--- src/rtl/pat_buf_pkg.sv ---
// Shared definitions for the pattern field buffer: buffer lifecycle states,
// stream port direction and buffer geometry helpers.
package pat_buf_pkg;

    localparam int DEF_BUFP_WIDTH   = 3;
    localparam int DEF_FIELDP_WIDTH = 5;
    localparam int DEF_BUFFER_WIDTH = 8;

    typedef enum logic [1:0] {
        BUF_FREE    = 2'd0,
        BUF_FILLING = 2'd1,
        BUF_FULL    = 2'd2,
        BUF_DONE    = 2'd3
    } buf_state_e;

    typedef enum logic {
        PORT_FILL  = 1'b0,
        PORT_DRAIN = 1'b1
    } port_dir_e;

    function automatic int nbuf(input int bufp_width);
        return 1 << bufp_width;
    endfunction

    function automatic int nfield(input int fieldp_width);
        return 1 << fieldp_width;
    endfunction

endpackage

--- src/rtl/pat_buf_stream_port.sv ---
// Buffer/field walker with valid-ready control, shared by the fill side
// (drives ready) and the drain side (drives valid).
module pat_buf_stream_port
    import pat_buf_pkg::*;
#(
    parameter port_dir_e DIR   = PORT_FILL,
    parameter int        PTR_W = DEF_BUFP_WIDTH,
    parameter int        IDX_W = DEF_FIELDP_WIDTH
) (
    input  logic             clk,
    input  logic             reset,
    input  logic             start_ok,
    input  logic             peer,
    output logic [PTR_W-1:0] ptr,
    output logic [IDX_W-1:0] idx,
    output logic             hs,
    output logic             arm,
    output logic             last
);

    logic active;
    logic xfer;

    assign xfer = hs && peer;
    assign last = xfer && (idx == {IDX_W{1'b1}});

    // arm marks the edge on which hs rises: fill opens ready as soon as the buffer
    // is claimed, drain reloads its output register once per field after each handshake.
    always_comb begin
        arm = 1'b0;
        if (DIR == PORT_FILL) begin
            arm = !active && start_ok;
        end else begin
            arm = active && !hs;
        end
    end

    always_ff @(posedge clk) begin
        if (!reset) begin
            ptr    <= '0;
            idx    <= '0;
            hs     <= 1'b0;
            active <= 1'b0;
        end else begin
            if (!active && start_ok) begin
                active <= 1'b1;
            end
            if (arm) begin
                hs <= 1'b1;
            end
            if (xfer) begin
                idx <= idx + 1'b1;
                if (last) begin
                    active <= 1'b0;
                    hs     <= 1'b0;
                    ptr    <= ptr + 1'b1;
                end else if (DIR == PORT_DRAIN) begin
                    hs <= 1'b0;
                end
            end
        end
    end

endmodule

--- src/rtl/pat_field_buffer.sv ---
// Pattern buffer responder: buffers fill from an inbound stream, are edited and
// released by the processor, then drain in index order to an outbound stream.
module pat_field_buffer
    import pat_buf_pkg::*;
#(
    parameter int bufp_width   = DEF_BUFP_WIDTH,
    parameter int fieldp_width = DEF_FIELDP_WIDTH,
    parameter int buffer_width = DEF_BUFFER_WIDTH
) (
    input  logic                    clk,
    input  logic                    reset,
    input  logic [bufp_width-1:0]   bufp,
    input  logic [fieldp_width-1:0] fieldp,
    output logic [buffer_width-1:0] field_in,
    input  logic [fieldp_width-1:0] fieldwp,
    input  logic [buffer_width-1:0] field_out,
    input  logic                    field_we,
    input  logic                    buf_done,
    output logic                    buf_ready,
    input  logic                    in_valid,
    output logic                    in_ready,
    input  logic [buffer_width-1:0] in_data,
    output logic                    out_valid,
    input  logic                    out_ready,
    output logic [buffer_width-1:0] out_data
);

    localparam int NBUF   = nbuf(bufp_width);
    localparam int NFIELD = nfield(fieldp_width);

    buf_state_e              state [NBUF];
    logic [buffer_width-1:0] mem   [NBUF][NFIELD];

    logic [bufp_width-1:0]   fill_ptr;
    logic [bufp_width-1:0]   drain_ptr;
    logic [fieldp_width-1:0] fill_idx;
    logic [fieldp_width-1:0] drain_idx;
    logic                    fill_arm;
    logic                    fill_last;
    logic                    drain_arm;
    logic                    drain_last;
    logic                    fill_start_ok;
    logic                    drain_start_ok;
    logic                    fill_we;
    logic                    proc_we;
    logic                    proc_done;

    assign fill_start_ok  = (state[fill_ptr] == BUF_FREE);
    assign drain_start_ok = (state[drain_ptr] == BUF_DONE);
    assign fill_we        = in_valid && in_ready;
    assign buf_ready      = (state[bufp] == BUF_FULL);
    assign proc_we        = field_we && buf_ready;
    assign proc_done      = buf_done && buf_ready;
    assign field_in       = mem[bufp][fieldp];

    pat_buf_stream_port #(
        .DIR   (PORT_FILL),
        .PTR_W (bufp_width),
        .IDX_W (fieldp_width)
    ) u_fill (
        .clk      (clk),
        .reset    (reset),
        .start_ok (fill_start_ok),
        .peer     (in_valid),
        .ptr      (fill_ptr),
        .idx      (fill_idx),
        .hs       (in_ready),
        .arm      (fill_arm),
        .last     (fill_last)
    );

    pat_buf_stream_port #(
        .DIR   (PORT_DRAIN),
        .PTR_W (bufp_width),
        .IDX_W (fieldp_width)
    ) u_drain (
        .clk      (clk),
        .reset    (reset),
        .start_ok (drain_start_ok),
        .peer     (out_ready),
        .ptr      (drain_ptr),
        .idx      (drain_idx),
        .hs       (out_valid),
        .arm      (drain_arm),
        .last     (drain_last)
    );

    // Each transition requires a distinct source state, so the four updates can
    // never target the same buffer in one cycle.
    always_ff @(posedge clk) begin
        if (!reset) begin
            for (int i = 0; i < NBUF; i++) begin
                state[i] <= BUF_FREE;
            end
        end else begin
            if (fill_arm) begin
                state[fill_ptr] <= BUF_FILLING;
            end
            if (fill_last) begin
                state[fill_ptr] <= BUF_FULL;
            end
            if (proc_done) begin
                state[bufp] <= BUF_DONE;
            end
            if (drain_last) begin
                state[drain_ptr] <= BUF_FREE;
            end
        end
    end

    // Storage is never cleared; writes are blocked only while reset is held.
    always_ff @(posedge clk) begin
        if (reset) begin
            if (fill_we) begin
                mem[fill_ptr][fill_idx] <= in_data;
            end
            if (proc_we) begin
                mem[bufp][fieldwp] <= field_out;
            end
        end
    end

    always_ff @(posedge clk) begin
        if (!reset) begin
            out_data <= '0;
        end else if (drain_arm) begin
            out_data <= mem[drain_ptr][drain_idx];
        end
    end

endmodule

--- config.mk ---
export PLATFORM = sky130hd
export DESIGN_NAME = pat_field_buffer
export DESIGN_NICKNAME = d
export VERILOG_FILES = /design/src/rtl/pat_buf_pkg.sv /design/src/rtl/pat_buf_stream_port.sv /design/src/rtl/pat_field_buffer.sv
export SDC_FILE = /design/constraint.sdc
export NUM_CORES = 2
export LEC_CHECK = 0
export CAP_MARGIN = 30
export CORE_ASPECT_RATIO = 1.75
export CORE_MARGIN = 3
export CORE_UTILIZATION = 35
export DETAILED_ROUTE_END_ITERATION = 10
export PLACE_DENSITY = 0.59
export SYNTH_ARGS = -nofsm -noshare
export SYNTH_HDL_FRONTEND = slang
export SYNTH_SLANG_ARGS = --single-unit
export TNS_END_PERCENT = 1
--- constraint.sdc ---
create_clock -name clk -period 11.2 [get_ports clk]
set_input_delay 2.24 -clock clk [delete_from_list [all_inputs] [get_ports clk]]
set_output_delay 2.24 -clock clk [all_outputs]
set_load 0.05 [all_outputs]
==> impl_metrics.yaml <==
final_layout:
  fin_nets: 8828
  drive_gt1_frac: 0.4541
  final_common_cell: "mux2_2"
  syn_to_final_growth_pct: 10.72
  final_core_util: 0.3903
  final_cell_mix: "mux2_2 (2,219), edfxtp_1 (2,048), mux4_2 (608)"
  design_area_sq_mm: 0.1433
clock_tree:
  postCtsHoldBufs: 0
  path_clk_slew_ns: 0.07
  cts_setup_buffers: 0
  insertion_delay_ns: 1.01
  root_buffer: "clkbuf_16"
  cts_sinks: 2098
  cts_resized: 0
  htreeDepth: 4
  cts_buffers: 202
  cts_tree: "done"
  clockBufferDepth: 4
min_path:
  holdCritPathClass: "register to register"
  whs_path_depth: 2
power:
  ir_drop_v: 0.0001509
  p_per_area_mw_per_mm2: 123.7
  p_leak_nw: 44.26
logic_synthesis:
  synth_top_area_share: 0.4752
  yosys_most_used_dff: "edfxtp_1"
  synth-edff-count: 2048
  synth_cell_types: 95
  synth-seq-cells: 2098
  syn_inst: 9019
  avgSynthCellArea_sq_um: 14.35
  syn_nets: 9063
  async_flop_share: 0
  yosysWarnings: 0
  yosysSeqAreaShare: 0.4829
  synth.cell_area_sq_mm: 0.1294
  synth_area_leaders: "edfxtp_1 (48%), mux2_2 (19%), mux4_2 (11%), mux2i_1 (3.2%), nand3_4 (2.5%)"
  synth.largest_area_cell: "edfxtp_1"
timing:
  fmax_mhz: 100.4
  final_max_slew_viol_count: 35
  min_period_ns: 9.956
  fin_skew_ns: 0.06910
  period_share: 0.8890
  rsz0062_at_grt: "no"
  worst_pin_slew_ns: 1.561
  slew_headroom: -0.04042
  hold_viol_final: 0
  setup_tns_ns: 0
  final-setup-viol-count: 0
route:
  drt-total-wl_microns: 630400
  detail_route.wl_per_cell_microns: 45.42
  drt-initial-drc-count: 15950
  via_per_inst: 7.021
  drc: 0
  via_count: 97450
  dr.pass1.iters: 8
  drtAntennaViolNets: 0
setup_path:
  rr_worst_depth: 10
  path_max_fanout: 43
  crit_type: "input pin to output pin"
  cp_data_required_time_ns: 8.96
  reg2reg_to: "out_data[0]"
  cp-start-kind: "input pin"
  cp-startpoint: "bufp[1]"
  worstSetupEndpointType: "output pin"
  arrival_ns: 7.72
  crit_end: "field_in[5]"
  ff2ff_setup_slack_ns: 5.63
outcome:
  status: "complete, but fails checks"
  violations: "max-slew violations"
place:
  portBuffers: 53
  placed_area_sq_mm: 0.1363
  place.gp.congestion: 1.013
  dp_hpwl_microns: 411900
grt:
  grt_pass1_wl_microns: 848300
  grt_pass1_vias: 95120
  grt_overflow: 0
  grt_max_degree: 163
  grt_use_total: 0.3246
  grt_antenna_before_repair: 68
job:
  drv_cap: 0
floorplan:
  initial_core_util: 0.3525
  row_count: 294
  io_pins: 54
  die_h_microns: 810.4
  die_area_sq_mm: 0.3774
  die_w_microns: 465.7
  coreArea_sq_mm: 0.3671
## layer usage
| metal | global-route usage | vias up | share of wire |
|---|---|---|---|
| li1 | - | 36280 | - |
| met1 | 0.3468 | 49680 | 0.31 |
| met2 | 0.5058 | 8639 | 0.45 |
| met3 | 0.09279 | 2823 | 0.11 |
| met4 | 0.3245 | 30 | 0.13 |
| met5 | 0 | - | 0.00031 |
## registers in the layout, indices dropped and copies added, names as in the netlist, named ones only
name            cells
mem              2048
state              16
out_data            8
u_drain.idx         5
u_fill.idx          5
u_drain.ptr         3
u_fill.ptr          3
u_drain.active      1
u_drain.hs          1
u_fill.active       1
u_fill.hs           1
## metrics by stage
stage / hold slack (ns) / worst slack [ns] / power (mW) / instances
after global placement: 0.4627 / 1.288 / 10.53 / 13260
after floorplan: 0.4492 / 3.221 / 9.789 / 9019
final: 0.4929 / 1.244 / 17.72 / 13880
after CTS: 0.4855 / 1.725 / 17.61 / 13790
after detailed placement: 0.4733 / 1.716 / 10.57 / 13430
after global routing: 0.5130 / 1.485 / 17.96 / 13830
## worst min path at each step
stage / from / to / slack, ns
2_1_floorplan: u_fill.active / u_fill.active / 0.45
3_3_place_gp: u_fill.active / u_fill.active / 0.46
3_5_place_dp: u_fill.active / u_fill.active / 0.47
4_1_cts: u_fill.active / u_fill.active / 0.49
5_1_grt: u_fill.active / u_fill.active / 0.51
6_report: u_fill.active / u_fill.active / 0.49
## worst max-delay path, stage by stage
cell and delay [ns]:
buf_8 0.44, buf_12 0.40, buf_4 0.36, mux4_2 0.56
o21ai_0 0.75, a32oi_1 0.50, mux4_2 0.56, nor2_1 0.43
nor4b_1 0.15, buf_2 0.21, buf_4 0.14, clkdlybuf4s50_1 0.69
## area by class of cell
type / instances / area (sq um)
fill: 34280 / 223800
sequential: 2098 / 62520
multi-input combinational: 5842 / 62290
tap: 4884 / 6111
timing repair buffer: 627 / 5741
clock buffer: 266 / 5499
clock inverter: 95 / 920.9
antenna: 54 / 135.1
inverter: 13 / 63.81
## cell usage after synthesis (all sizes together) (23+ instances only)
cell,number
nor2,224
mux2,2278
and3,23
a221oi,198
o221ai,99
a22oi,133
nand3,234
mux2i,408
a211oi,36
o21ai,374
edfxtp,2048
clkbuf,692
o211ai,48
o2bb2ai,89
buf,374
nand2,282
a221o,94
o22ai,90
mux4,608
and2,27
nand4,44
dfxtp,50
a22o,27
a21oi,194
nor3,25
## power breakdown
group / total [mW] / internal [mW] / switching, mW
clock network: 7.21 / 3.86 / 3.35
registers: 8.61 / 8.60 / 0.00535
logic: 1.91 / 0.599 / 1.31
total: 17.7 / 13.1 / 4.66
## cells by family after synthesis
| logic type | share of synthesized area |
|---|---|
| compound gates | 0.08557 |
| xor+xnor | 0.0006091 |
| fa+ha+maj | 0.0008701 |
| buf+inv | 0.03799 |
| flops | 0.4829 |
| mux | 0.3360 |
| simple gates | 0.05598 |
Note: power is estimated with default switching activity, not from simulation.
